### config.mk
export PLATFORM = sky130hd
export DESIGN_NAME = transmitter_flat
export DESIGN_NICKNAME = d
export VERILOG_FILES = /design/src/rtl/transmitter_pkg.sv /design/src/rtl/transmitter_if.sv /design/src/rtl/transmitter_bit_timer.sv /design/src/rtl/transmitter.sv /design/src/flat_wrapper.sv
export SDC_FILE = /design/constraint.sdc
export NUM_CORES = 1
export LEC_CHECK = 0
export ABC_AREA = 1
export CAP_MARGIN = 20
export CORE_MARGIN = 2
export CORE_UTILIZATION = 45
export DETAILED_ROUTE_END_ITERATION = 12
export PLACE_DENSITY = 0.67
export SLEW_MARGIN = 25
export SYNTH_ARGS = -nofsm -noshare
export SYNTH_HDL_FRONTEND = slang
export SYNTH_SLANG_ARGS = --single-unit
### constraint.sdc
create_clock -name clk -period 1.7 [get_ports clk]
set_clock_uncertainty 0.05 [all_clocks]
set_input_delay 0.34 -clock clk [delete_from_list [all_inputs] [get_ports clk]]
set_output_delay 0.34 -clock clk [all_outputs]
set_load 0.005 [all_outputs]
### src/rtl/transmitter_pkg.sv
// Shared types and constants for the serial transmitter.
// Optional feature macro: TX_PARITY_EN (adds an even-parity bit before stop).
package transmitter_pkg;

    localparam int DATA_BITS = 8;

    localparam logic IDLE_LEVEL  = 1'b1;
    localparam logic START_LEVEL = 1'b0;
    localparam logic STOP_LEVEL  = 1'b1;

    typedef enum logic [2:0] {
        IDLE   = 3'd0,
        START  = 3'd1,
        DATA   = 3'd2,
        PARITY = 3'd3,
        STOP   = 3'd4
    } tx_state_e;

endpackage

### src/rtl/transmitter_if.sv
// Handshake and serial-line bundle between a byte source and the transmitter.
// Optional feature macro: TX_PARITY_EN (no effect on this interface).
interface transmitter_if;
    import transmitter_pkg::*;

    logic [DATA_BITS-1:0] tx_data;
    logic                 tx_en;
    logic                 tx_status;
    logic                 tx_done;
    logic                 dout;

    modport master (
        output tx_data, tx_en,
        input  tx_status, tx_done, dout
    );

    modport slave (
        input  tx_data, tx_en,
        output tx_status, tx_done, dout
    );

endinterface

### src/rtl/transmitter_bit_timer.sv
// Bit-period divider: counts 0..CLKS_PER_BIT-1 while run is high, held at 0 otherwise.
// Optional feature macro: TX_PARITY_EN (no effect on this module).
module transmitter_bit_timer #(
    parameter int CLKS_PER_BIT = 16
) (
    input  logic clk,
    input  logic rst,
    input  logic run,
    output logic bit_tick,
    output logic pre_tick
);

    localparam int CW = (CLKS_PER_BIT > 1) ? $clog2(CLKS_PER_BIT) : 1;
    localparam logic [CW-1:0] LAST_COUNT = CW'(CLKS_PER_BIT - 1);
    localparam logic [CW-1:0] PRE_COUNT  = CW'(CLKS_PER_BIT - 2);

    logic [CW-1:0] count_q, count_d;

    // Next count: wrap at the end of each bit period, park at zero when idle.
    always_comb begin
        count_d = count_q;
        if (!run) begin
            count_d = '0;
        end else if (count_q == LAST_COUNT) begin
            count_d = '0;
        end else begin
            count_d = count_q + CW'(1);
        end
    end

    // Divider register with synchronous reset.
    always_ff @(posedge clk) begin
        if (rst) begin
            count_q <= '0;
        end else begin
            count_q <= count_d;
        end
    end

    // pre_tick lets the parent register a pulse that lands on the last cycle of a bit.
    assign bit_tick = run && (count_q == LAST_COUNT);
    assign pre_tick = run && (count_q == PRE_COUNT);

endmodule

### src/rtl/transmitter.sv
// Serial byte transmitter: start bit, 8 data bits LSB first, stop bit, idle high.
// Optional feature macro: TX_PARITY_EN inserts an even-parity bit between data and stop.
module transmitter #(
    parameter int CLKS_PER_BIT = 16,
    parameter int DATA_BITS    = transmitter_pkg::DATA_BITS
) (
    input  logic         clk,
    input  logic         rst,
    transmitter_if.slave bus
);
    import transmitter_pkg::*;

    localparam logic [3:0] LAST_BIT = 4'(DATA_BITS - 1);

    tx_state_e            state_q, state_d;
    logic [3:0]           bit_cnt_q, bit_cnt_d;
    logic [DATA_BITS-1:0] shift_q, shift_d;
    logic                 dout_q, dout_d;
    logic                 tx_status_q, tx_status_d;
    logic                 tx_done_q, tx_done_d;
`ifdef TX_PARITY_EN
    logic                 parity_q, parity_d;
`endif

    logic bit_tick;
    logic pre_tick;

    transmitter_bit_timer #(
        .CLKS_PER_BIT(CLKS_PER_BIT)
    ) u_bit_timer (
        .clk      (clk),
        .rst      (rst),
        .run      (state_q != IDLE),
        .bit_tick (bit_tick),
        .pre_tick (pre_tick)
    );

    // Frame sequencing; every output is computed one cycle ahead so it can be registered.
    always_comb begin
        state_d     = state_q;
        bit_cnt_d   = bit_cnt_q;
        shift_d     = shift_q;
        dout_d      = dout_q;
        tx_status_d = tx_status_q;
        tx_done_d   = 1'b0;
`ifdef TX_PARITY_EN
        parity_d    = parity_q;
`endif
        case (state_q)
            IDLE: begin
                dout_d      = IDLE_LEVEL;
                tx_status_d = 1'b1;
                if (bus.tx_en && tx_status_q) begin
                    state_d     = START;
                    shift_d     = bus.tx_data;
                    bit_cnt_d   = 4'd0;
                    dout_d      = START_LEVEL;
                    tx_status_d = 1'b0;
`ifdef TX_PARITY_EN
                    parity_d    = ^bus.tx_data;
`endif
                end
            end
            START: begin
                if (bit_tick) begin
                    state_d = DATA;
                    dout_d  = shift_q[0];
                end
            end
            DATA: begin
                if (bit_tick) begin
                    if (bit_cnt_q == LAST_BIT) begin
                        bit_cnt_d = 4'd0;
`ifdef TX_PARITY_EN
                        state_d   = PARITY;
                        dout_d    = parity_q;
`else
                        state_d   = STOP;
                        dout_d    = STOP_LEVEL;
`endif
                    end else begin
                        bit_cnt_d = bit_cnt_q + 4'd1;
                        shift_d   = shift_q >> 1;
                        dout_d    = shift_q[1];
                    end
                end
            end
            PARITY: begin
`ifdef TX_PARITY_EN
                if (bit_tick) begin
                    state_d = STOP;
                    dout_d  = STOP_LEVEL;
                end
`else
                state_d = IDLE;
                dout_d  = IDLE_LEVEL;
`endif
            end
            STOP: begin
                if (pre_tick) begin
                    tx_done_d = 1'b1;
                end
                if (bit_tick) begin
                    state_d     = IDLE;
                    dout_d      = IDLE_LEVEL;
                    tx_status_d = 1'b1;
                end
            end
            default: begin
                state_d     = IDLE;
                dout_d      = IDLE_LEVEL;
                tx_status_d = 1'b1;
            end
        endcase
    end

    // State and output registers; reset aborts any frame and returns the line to idle.
    always_ff @(posedge clk) begin
        if (rst) begin
            state_q     <= IDLE;
            bit_cnt_q   <= 4'd0;
            shift_q     <= '0;
            dout_q      <= IDLE_LEVEL;
            tx_status_q <= 1'b1;
            tx_done_q   <= 1'b0;
`ifdef TX_PARITY_EN
            parity_q    <= 1'b0;
`endif
        end else begin
            state_q     <= state_d;
            bit_cnt_q   <= bit_cnt_d;
            shift_q     <= shift_d;
            dout_q      <= dout_d;
            tx_status_q <= tx_status_d;
            tx_done_q   <= tx_done_d;
`ifdef TX_PARITY_EN
            parity_q    <= parity_d;
`endif
        end
    end

    assign bus.dout      = dout_q;
    assign bus.tx_status = tx_status_q;
    assign bus.tx_done   = tx_done_q;

endmodule

### src/flat_wrapper.sv
// flat-port wrapper written by rule: the top's interface ports become plain ports
module transmitter_flat import transmitter_pkg::*;
#(
    parameter int CLKS_PER_BIT = 16,
    parameter int DATA_BITS    = transmitter_pkg::DATA_BITS
)
  (clk, rst, bus_tx_data, bus_tx_en, bus_tx_status, bus_tx_done, bus_dout);
  transmitter_if bus_i ();
  input  logic clk;
  input  logic rst;
  input wire logic [$bits(bus_i.tx_data)-1:0] bus_tx_data;
  input wire logic [$bits(bus_i.tx_en)-1:0] bus_tx_en;
  output wire logic [$bits(bus_i.tx_status)-1:0] bus_tx_status;
  output wire logic [$bits(bus_i.tx_done)-1:0] bus_tx_done;
  output wire logic [$bits(bus_i.dout)-1:0] bus_dout;
  assign bus_i.tx_data = bus_tx_data;
  assign bus_i.tx_en = bus_tx_en;
  assign bus_tx_status = bus_i.tx_status;
  assign bus_tx_done = bus_i.tx_done;
  assign bus_dout = bus_i.dout;
  transmitter #(.CLKS_PER_BIT(CLKS_PER_BIT), .DATA_BITS(DATA_BITS)) u_core (.clk(clk), .rst(rst), .bus(bus_i));
endmodule
==> results.toml <==
[route]
vias = 1037
post_drt_wl_per_cell_um = 11.2
postRouteWirelength_um = 2290
remaining_drc_errors = 0
vias_per_cell = 5.06
ant_nets = 0
dr.pass1.iters = 4
dr.first_iter.drc_count = 22

[timing]
max_freq_mhz = 618
slew_headroom = 0.733
hold_viol = 0
setup_viol = 0
rsz0062_at_grt = "no"
period_share = 0.952
setup-tns-final_ns = 0
period_needed_ns = 1.62
worst_hold_slack_ns = 0.436
drv_slew = 0
worst_pin_slew_ns = 0.400

[logic_synthesis]
synth_top_area_frac = 0.389
synth-async-reset-ratio = 0
synth_area_leader_cell = "dfxtp_1"
syn_inst = 157
synth_seq_cells = 22
synth.most_common_cell = "nand2_1"
synth.area.top_cells = "dfxtp_1 (39%), nand2_1 (15%), nor2_1 (8.6%), nand3_1 (5.3%), nand3_4 (4.6%)"
yosysUniqueCellTypes = 23
syn_nets = 171
yosys_warnings = 0
syn_area_mm2 = 0.00113
seq_area_frac_synth = 0.389
synth-edff-count = 0
avgSynthCellArea_um2 = 7.22
ys.flop_type = "dfxtp_1"
synth_commonest_cells = "nand2_1 (45), nor2_1 (26), dfxtp_1 (22)"

[floorplan]
coreArea_mm2 = 0.00243
initial_core_util = 0.466
dieArea_mm2 = 0.00294
die-width_um = 54.2
ioPinCount = 14
num_rows = 18
die_h_um = 54.2

[placement]
portBuffers = 13
dpl.cell_count = 201
post-dp-hpwl_um = 1800
place_congestion = 0.835

[global_route]
grt_remaining_overflow = 0
grt_pass1_vias = 957
grt_max_degree = 14
grt_pass1_wl_um = 3910
antenna_found_initial = 0
track_usage = 0.184

[setup_path]
startpoint_type = "flop"
path_cells = "clkdlybuf4s50_1"
cp_top_family = "buffers and inverters"
crit_buf_inv = 1
criticalPathCategory = "reg2out"
worst_ep_required_time_ns = 1.31
cp-end-kind = "primary output"
cpPeakStageDelay_ns = 0.52
critPathMaxFanout = 4
worst_ep_arrival_time_ns = 1.23
slowest_stage = "clkdlybuf4s50_1"

[cells_and_area]
fin_nets = 190
antenna_cells = 0
final_cells = 205
n_fill_cell = 254
areaGrowthSynthToFinish_pct = 18.7
drive_gt1_frac = 0.126
fin_util = 0.553

[power_and_ir_drop]
p_leak_nw = 0.601
cellPowerDensity_mw_per_mm2 = 1360
ir_worst_vdd_mv = 0.734

[run]
maxCapViolCount = 0

[cts]
cts_sinks = 22
cts_setup_buffers = 0
cts_resized = 0
clockRootBuffer = "clkbuf_4"
htreeDepth = 1
cts_tree = "built"
cts_max_path_buffers = 2
clk_transition_reported_paths_ns = 0.12
hold_buffers = 0
clk_latency_ns = 0.30
cts_buffers = 3

[min_path]
holdCritPathClass = "reg2reg"

[outcome]
status = "complete, no violations"
state kept, by name, indices dropped and copies added (netlist names):
signal and flops:
u_core.bus.tx_done 1, u_core.shift_q 8, u_core.u_bit_timer.count_q 4, u_core.bus.dout 1, u_core.state_q 3, u_core.bit_cnt_q 4
u_core.bus.tx_status 1
stage by stage:
stage	setup WS [ns]	cell area, um^2	total power, mW
global route	0.0239	1350	1.98
CTS	0.0730	1350	1.84
finish	0.0815	1350	1.83
floorplan	0.290	1130	1.35
detailed placement	0.0416	1310	1.55
global placement	0.101	1310	1.53
power by group:
group          leakage [nW]  internal [mW]  switching [mW]
Clock                0.0210          0.131           0.157
Sequential            0.180          0.656           0.116
Combinational         0.400          0.300           0.466
area by class of cell:
class                      count  area [um^2]  share of cell area
clock buffer                   4         36.3              0.0270
multi-input combinational    123          638               0.474
timing repair buffer          16          153               0.113
tap                           30         37.5              0.0279
sequential                    22          440               0.327
inverter                      10         40.0              0.0298
worst paths after layout:
check,start,to,slack (ns),cells past startpoint
setup / recovery,u_core.bus.tx_status,bus_tx_status,0.08,1
hold / removal,u_core.shift_q[7],u_core.shift_q[7],0.44,2
setup reg to reg,u_core.state_q[1],u_core.shift_q[5],0.17,7
hold reg to reg,u_core.shift_q[7],u_core.shift_q[7],0.44,2
cells by family after synthesis:
kind of cell	synth area share
and+or+nand+nor	0.430
DFF	0.389
AOI/OAI and AO/OA	0.0762
buffers and inverters	0.0486
xor gates and xnor gates	0.0232
adders and majority gates	0.0331
per-layer routing:
layer / GRT usage / vias to the layer above / wire length (um)
met5: 0 / - / 0
met4: 0.108 / 0 / 40
met3: 0.0278 / 6 / 83
met2: 0.299 / 19 / 1080
met1: 0.228 / 466 / 1080
li1: - / 546 / -
placed cells by master (no fill, tap or decap), types with 2 or more instances in the layout:
cell type / instances
dfxtp_1: 22
nand3_1: 12
a21oi_1: 6
buf_4: 3
nand2_2: 5
o21ai_1: 4
o21ai_0: 4
nor2_4: 2
clkdlybuf4s50_1: 13
ha_1: 3
nor2_1: 26
nand4_1: 6
clkbuf_4: 3
nand3_4: 3
xor2_1: 2
nand2_1: 45
inv_1: 7
inv_2: 2
No activity file was read; power rests on OpenSTA's default activity.
